===== src/rtl/pl_branch_predictor.sv =====
// pl_branch_predictor
//   Dynamic branch predictor for the 5-stage core: a direct-mapped branch
//   target buffer with one 2-bit saturating counter per entry. The fetch PC
//   is looked up combinationally; the execute stage trains the table and
//   gets back the mispredict flag and the PC to redirect fetch to.
//
// Ports
//   clk, rst             clock (rising edge), synchronous active-high reset
//   PCF                  fetch-stage PC
//   predict_taken        fetch prediction (combinational)
//   predict_target       next fetch PC (combinational)
//   update_en            execute-stage instruction is a resolved branch/jump
//   PCE                  execute-stage PC
//   taken_E, target_E    actual outcome and taken target
//   predicted_E          prediction that travelled with the instruction
//   predicted_target_E   predicted next PC that travelled with the instruction
//   mispredict           redirect required (combinational)
//   correct_pc           redirect PC (combinational)
//   branch_count         resolved branches seen (saturating)
//   mispredict_count     mispredicts seen (saturating)
module pl_branch_predictor #(
   parameter int DATA_WIDTH = 32,
   parameter int ENTRIES    = 16,
   parameter int CNT_WIDTH  = 32
) (
   input  logic                  clk,
   input  logic                  rst,
   input  logic [DATA_WIDTH-1:0] PCF,
   output logic                  predict_taken,
   output logic [DATA_WIDTH-1:0] predict_target,
   input  logic                  update_en,
   input  logic [DATA_WIDTH-1:0] PCE,
   input  logic                  taken_E,
   input  logic [DATA_WIDTH-1:0] target_E,
   input  logic                  predicted_E,
   input  logic [DATA_WIDTH-1:0] predicted_target_E,
   output logic                  mispredict,
   output logic [DATA_WIDTH-1:0] correct_pc,
   output logic [CNT_WIDTH-1:0]  branch_count,
   output logic [CNT_WIDTH-1:0]  mispredict_count
);

   localparam int IDX   = $clog2(ENTRIES);
   localparam int TAG_W = DATA_WIDTH - IDX - 2;

   logic                  valid_q  [ENTRIES];
   logic [1:0]            ctr_q    [ENTRIES];
   logic [TAG_W-1:0]      tag_q    [ENTRIES];
   logic [DATA_WIDTH-1:0] target_q [ENTRIES];

   logic [IDX-1:0]   idx_f, idx_e;
   logic [TAG_W-1:0] tag_f, tag_e;
   logic             hit_f, hit_e;

   // Instructions are word aligned, so the low two PC bits carry no index
   // or tag information.
   logic unused_pc_bits;
   assign unused_pc_bits = ^{PCF[1:0], PCE[1:0]};

   function automatic logic [1:0] ctr_inc(input logic [1:0] c);
      return (c == 2'b11) ? c : c + 2'b01;
   endfunction

   function automatic logic [1:0] ctr_dec(input logic [1:0] c);
      return (c == 2'b00) ? c : c - 2'b01;
   endfunction

   function automatic logic [CNT_WIDTH-1:0] stat_inc(input logic [CNT_WIDTH-1:0] c);
      return (&c) ? c : c + CNT_WIDTH'(1);
   endfunction

   assign idx_f = PCF[IDX+1:2];
   assign tag_f = PCF[DATA_WIDTH-1:IDX+2];
   assign idx_e = PCE[IDX+1:2];
   assign tag_e = PCE[DATA_WIDTH-1:IDX+2];

   assign hit_f = valid_q[idx_f] && (tag_q[idx_f] == tag_f);
   assign hit_e = valid_q[idx_e] && (tag_q[idx_e] == tag_e);

   // Fetch lookup reads the registered table, so a same-cycle update to the
   // same entry is only seen from the following cycle.
   assign predict_taken  = hit_f && ctr_q[idx_f][1];
   assign predict_target = predict_taken ? target_q[idx_f] : PCF + DATA_WIDTH'(4);

   // A taken branch that was predicted taken can still mispredict if the
   // carried target is stale (e.g. jalr to a new address).
   assign mispredict = update_en &&
                       ((taken_E != predicted_E) ||
                        (taken_E && (target_E != predicted_target_E)));
   assign correct_pc = taken_E ? target_E : PCE + DATA_WIDTH'(4);

   // Control state: valid bits, direction counters, statistics.
   always_ff @(posedge clk) begin
      if (rst) begin
         for (int i = 0; i < ENTRIES; i++) begin
            valid_q[i] <= 1'b0;
            ctr_q[i]   <= 2'b01;
         end
         branch_count     <= '0;
         mispredict_count <= '0;
      end else if (update_en) begin
         branch_count <= stat_inc(branch_count);
         if (mispredict) begin
            mispredict_count <= stat_inc(mispredict_count);
         end
         if (hit_e) begin
            ctr_q[idx_e] <= taken_E ? ctr_inc(ctr_q[idx_e]) : ctr_dec(ctr_q[idx_e]);
         end else if (taken_E) begin
            // Allocation overwrites whatever alias held this slot.
            valid_q[idx_e] <= 1'b1;
            ctr_q[idx_e]   <= 2'b10;
         end
      end
   end

   // Tag and target storage needs no reset: it is qualified by valid_q.
   // A taken update writes both on hit (tag unchanged) and on allocation.
   always_ff @(posedge clk) begin
      if (!rst && update_en && taken_E) begin
         tag_q[idx_e]    <= tag_e;
         target_q[idx_e] <= target_E;
      end
   end

endmodule


===== config.mk =====
export PLATFORM = sky130hd
export DESIGN_NAME = pl_branch_predictor
export DESIGN_NICKNAME = d
export VERILOG_FILES = /design/src/rtl/pl_branch_predictor.sv
export SDC_FILE = /design/constraint.sdc
export NUM_CORES = 2
export LEC_CHECK = 0
export ABC_AREA = 0
export CORE_ASPECT_RATIO = 1.1
export CORE_UTILIZATION = 60
export CTS_CLUSTER_DIAMETER = 80
export DETAILED_ROUTE_END_ITERATION = 12
export DONT_BUFFER_PORTS = 1
export GPL_TIMING_DRIVEN = 0
export PLACE_DENSITY = 0.76
export SLEW_MARGIN = 30
export SYNTH_ARGS = -nofsm -noshare
export SYNTH_HDL_FRONTEND = slang
export SYNTH_SLANG_ARGS = --single-unit
export TNS_END_PERCENT = 1

===== constraint.sdc =====
create_clock -name clk -period 10.65 [get_ports clk]
set_input_delay 2.6625 -clock clk [delete_from_list [all_inputs] [get_ports clk]]
set_output_delay 2.6625 -clock clk [all_outputs]
set_load 0.01 [all_outputs]

### After elaboration in Yosys (flattened, before gate mapping)

Memory sizes are Yosys's and may differ from the RTL's.
Cells that the tools add are included.

| operators by class | value |
|---|---|
| $add $sub $neg | 6 |
| eq/ne operators | 5 |
| muxes and demuxes | 25 |
| bitwise logic cells | 3 |
| reductions and logical operators | 16 |

Operators with widths:

| kind | number |
|---|---|
| $add 32x1->32 const B | 2 |
| $add 32x3->32 const B | 2 |
| $mux 32 | 2 |
| $reduce_and 32->1 | 2 |
| $eq 26x26->1 | 2 |
| $ne 32x32->1 | 1 |
| $mux 1 | 16 |
| $mux 2 | 5 |
| $mux 4 | 2 |
| $logic_and 1x1->1 | 7 |
| $reduce_and 3->1 | 1 |
| $add 2x1->2 const B | 1 |
| $eq 2x2->1 const B | 1 |
| $logic_not 2->1 | 1 |
| $not 1->1 | 2 |
| $reduce_and 2->1 | 1 |
| $reduce_or 2->1 | 1 |
| $sub 2x1->2 const B | 1 |
| $logic_not 1->1 | 1 |
| $logic_or 1x1->1 | 1 |
| $ne 1x1->1 | 1 |
| $or 1x1->1 | 1 |
| $reduce_or 1->1 | 1 |

| word-level totals | value |
|---|---|
| register bits | 64 |
| bits in writable memories | 976 |
| input bits | 133 |
| output and inout port bits | 130 |
| word-level logic and storage cells | 61 |
| memories | 4 |

Memories:

| memory | words | width | read ports | clocked after memory_dff | wr ports | line | source |
|---|---|---|---|---|---|---|---|
| target_q | 16 | 32 | 1 | 0 | 1 | 49 | `logic [DATA_WIDTH-1:0] target_q [ENTRIES];` |
| tag_q | 16 | 26 | 2 | 0 | 1 | 48 | `logic [TAG_W-1:0] tag_q [ENTRIES];` |
| ctr_q | 16 | 2 | 2 | 0 | 16 | 47 | `logic [1:0] ctr_q [ENTRIES];` |
| valid_q | 16 | 1 | 2 | 0 | 16 | 46 | `logic valid_q [ENTRIES];` |

### Depth between registers and ports, before layout

An unclocked memory read counts as a cell.

| depth | value |
|---|---|
| depth in word-level cells | 10 |
| gate-level depth with buffers | 17 |
| depth with buffers taken out | 9 |

### Least setup slack after synthesis

Ideal clock, no wire load.

| path | value |
|---|---|
| path kind | input port to output port |
| start | in PCF[2] |
| end | out predict_target[10] |
| arrival | 5.507 ns |
| required time | 7.988 ns |
| slack | 2.480 ns |
| stages | 9 |
| buffers on the path | 6 |
| cells stage by stage | buf_6 > buf_4 > buf_4 > buf_2 > buf_2 > buf_1 > mux4_2 > mux4_2 > mux2_4 |

| on the way | value |
|---|---|
| cells in the longest elaborated chain, start to end | 5 |
| elaborated cells on any way between the ends | 9 |
| those cells by class | add/sub: 1; eq/ne: 1; mux: 1; reduce/logical: 2; memory: 4 |

Ends and longest elaborated chain:

| item | line | source |
|---|---|---|
| from (decl) | 28 | `input logic [DATA_WIDTH-1:0] PCF,` |
| $mem_v2 16x26 | - |  |
| $eq 26x26->1 | 77 | `assign hit_f = valid_q[idx_f] && (tag_q[idx_f] == tag_f);` |
| $logic_and 1x1->1 | 77 |  |
| $logic_and 1x1->1 | 82 | `assign predict_taken = hit_f && ctr_q[idx_f][1];` |
| $mux 32 (*) | 83 | `assign predict_target = predict_taken ? target_q[idx_f] : PCF + DATA_WIDTH'(4);` |
| to (decl) | 30 | `output logic [DATA_WIDTH-1:0] predict_target,` |

Every way passes the cells marked *; elsewhere a longest branch is shown, timed or not.

### Worst setup path in the final report

| path | value |
|---|---|
| start | in PCF[3] |
| end | out predict_target[31] |

Same word-level chain as after synthesis.

==> out/qor.txt <==
register area share after synthesis: 0.640
Final Cell Area: 54000 µm²
reg-to-reg startpoint: tag_q[11][17]
sw power: 2.02 mW
Post-Synth Simple-Gate Area: 0.0585
Peak Freq: 0.0967 GHz
routability cong.: 1.06
dominant cell type by area after synthesis: edfxtp_1
Ports: 263
gr ovfl total: 0
H-Tree Depth: 3
CTS resizes: 0
Initial Utilization: 0.610
power density cells: 162 nW/µm²
Clock Latency Late Sink: 0.70 ns
endpoint class of the critical path: output pin
Area contributors post-synth: edfxtp_1 61%, mux4_2 17%, dfxtp_1 3.4%
largest net degree at the start of global routing: 30
total number of vias: 30900
r2r setup slk: 5.92 ns
die width: 270 µm
Worst Hold End: valid_q[10]
fraction of registers with async set/reset: 0
kind of critical path: in -> out
YS warnings: 0
Int Pwr: 6.72 mW
vias in the first global route: 30100
count of cell types in the netlist: 79
Hold Path Depth: 1
worst hold slack: 0.503 ns
die area: 80400 µm²
Sw Ratio: 0.231
total chip power: 8.74 mW
Slew Viols, Final: 0
EDFF count, synth: 960
crit path DAT: 7.68 ns
drt pass-1 iters: 7
flops & latches, synth: 1040
core box area: 77900 µm²
routed vias/inst: 7.55
DR WL/cell: 40.5 µm
top_reg_cell synth: edfxtp_1
Std-Cell Rows: 107
Reg-to-Reg End: ctr_q[7][0]
gr usage total: 0.412
Clock power frac: 0.404
DP Wirelength: 116000 µm
Syn-to-layout area delta: 13.5%
Yosys top cell area share: 0.606
CTS Sinks: 1040
HP Start: valid_q[10]
chip height: 297 µm
syn nets: 2941
worst-margin pin slew: 1.12 ns
post-CTS setup buffers: 0
status: complete, no violations
min cycle time layout: 10.35 ns
Final Hold Fails: 0
CP max FO: 10
antenna violations before repair: 11
CTS tree: yes
Worst-path clk slew: 0.06 ns
fill count: 4979
proportion of synthesized area in mux cells: 0.204
# hold bufs at CTS: 0
Leakage Power: 17.4 nW
Compound-Gate Fraction of Synth Area: 0.0387
Sequential Power Share: 0.516
CTS Buf Count: 100
adder-cell share of the synthesized area: 0.00184
Mapped Avg Cell Area: 17.0 µm²
final worst-path cycle share: 0.971
Mapped Cells: 2801
Slew headroom: 0.253
Placed Area: 50800 µm²
Startpoint Class: primary input
layout net count: 3112
xor and xnor area share after synthesis: 0.0350
Tightest Hold Check Type: reg -> reg
Finished Core Util: 0.693
most common cell after layout, fill and taps aside: edfxtp_1
post-route ant nets: 0
share of post-route cells with drive strength above 1: 0.237
combinational power share: 0.081
root buffer cell: clkbuf_16
largest family of logic cells by synthesized area: multiplexers
Port Buffer Count: 0
DR iter-0 viols: 5325
commonest cells after routing, fill and taps aside: 960 x edfxtp_1, 353 x mux4_2, 171 x nand2_1
first-pass GRT wire length: 228000 µm
mapped cell area: 47600 µm²
Worst EP required: 7.99 ns
VDD IR max: 0.144 mV
DRC errors left: 0
Worst R2R Path Depth: 10
final setup vio count: 0
buffer depth of the longest clock path: 3
RSZ-0062 raised after global routing: no
max_cap viols: 0
Routed WL: 166000 µm
Layout Skew: 0.0228 ns
==> sequential cells by signal, indices dropped and copies added, names as in the netlist <==
name,flops
branch_count,32
tag_q,416
valid_q,16
target_q,512
ctr_q,32
mispredict_count,32
==> synth_stat cells (19+ instances only) <==
master    number
mux2_4        30
nand4_1       35
a22oi_1       39
mux2i_1      115
xor2_1        88
xnor2_1      102
buf_1         21
inv_1         30
and3_1        27
buf_6         19
mux4_2       353
dfxtp_1       80
nand2_1      171
nor3_1        63
edfxtp_1     960
a21oi_1       20
buf_2         37
clkbuf_1      79
o21ai_0       87
nand3_1       65
nor2_1       135
nor4_1        19
==> layer usage <==
| metal | GRT usage | up-vias | share of wire | routed length, µm |
|---|---|---|---|---|
| met5 | 0 | - | 0.00031 | 51 |
| met4 | 0.238 | 8 | 0.067 | 11000 |
| met3 | 0.115 | 575 | 0.13 | 22000 |
| met2 | 0.642 | 2839 | 0.47 | 77100 |
| met1 | 0.523 | 15700 | 0.33 | 55400 |
| li1 | - | 11700 | - | - |
==> cell families (layout without fill, tap and decap cells) <==
group,count (synthesis),in the layout
DFF,1040,1040
and+or+nand+nor,583,583
muxes,509,509
AOI/OAI and AO/OA,267,267
buffers and inverters,205,453
xor gates and xnor gates,190,190
adders and majority gates,7,7
other,0,4
==> critical path: stages <==
cell and delay [ns]:
buf_2 0.24, buf_2 0.45, buf_2 0.46, clkbuf_1 0.73, buf_1 0.52, nand2_1 0.21, nor3_1 0.74, nand2_1 0.25
nor2_1 0.26, nand3_1 0.15, xnor2_1 0.59, mux2_2 0.38
==> layout make-up <==
| class | instances | area, µm² | share of cell area |
|---|---|---|---|
| plain buffers | 171 | 955 | 0.0177 |
| well taps | 1035 | 1290 | 0.0240 |
| multi-input cells | 1556 | 16200 | 0.300 |
| clock buffers | 126 | 2620 | 0.0485 |
| repair buffers | 69 | 1830 | 0.0338 |
| inverters | 34 | 128 | 0.00236 |
| clock inverters | 53 | 544 | 0.0101 |
| diodes | 4 | 10.0 | 0.000185 |
| flip-flops and latches | 1040 | 30400 | 0.564 |
==> through the flow <==
step | setup slack (ns) | setup TNS, ns | std cells
final | 0.304 | 0 | 4088
after global routing | 0.380 | 0 | 4085
after CTS | 0.684 | 0 | 4084
after detailed placement | 0.689 | 0 | 3905
after global placement | -1.73 | -431.63 | 3836
after floorplan | 2.48 | 0 | 2801
==> worst max-delay path by stage <==
stage	start	to
after floorplan	PCF[2]	predict_target[10]
after global placement	PCE[5]	ctr_q[15][1]
after detailed placement	PCF[5]	predict_target[27]
after CTS	PCF[5]	predict_target[27]
after global routing	PCF[3]	predict_target[25]
final	PCF[3]	predict_target[31]
==> power groups by stage <==
stage | Clock (mW) | Combinational [mW] | Sequential, mW
floorplan | 0 | 0.428 | 4.59
global placement | 0 | 0.658 | 4.59
detailed placement | 0 | 0.676 | 4.59
CTS | 3.51 | 0.682 | 4.51
global route | 3.66 | 0.712 | 4.51
finish | 3.53 | 0.704 | 4.51
Power figures use the tool's default switching activity.
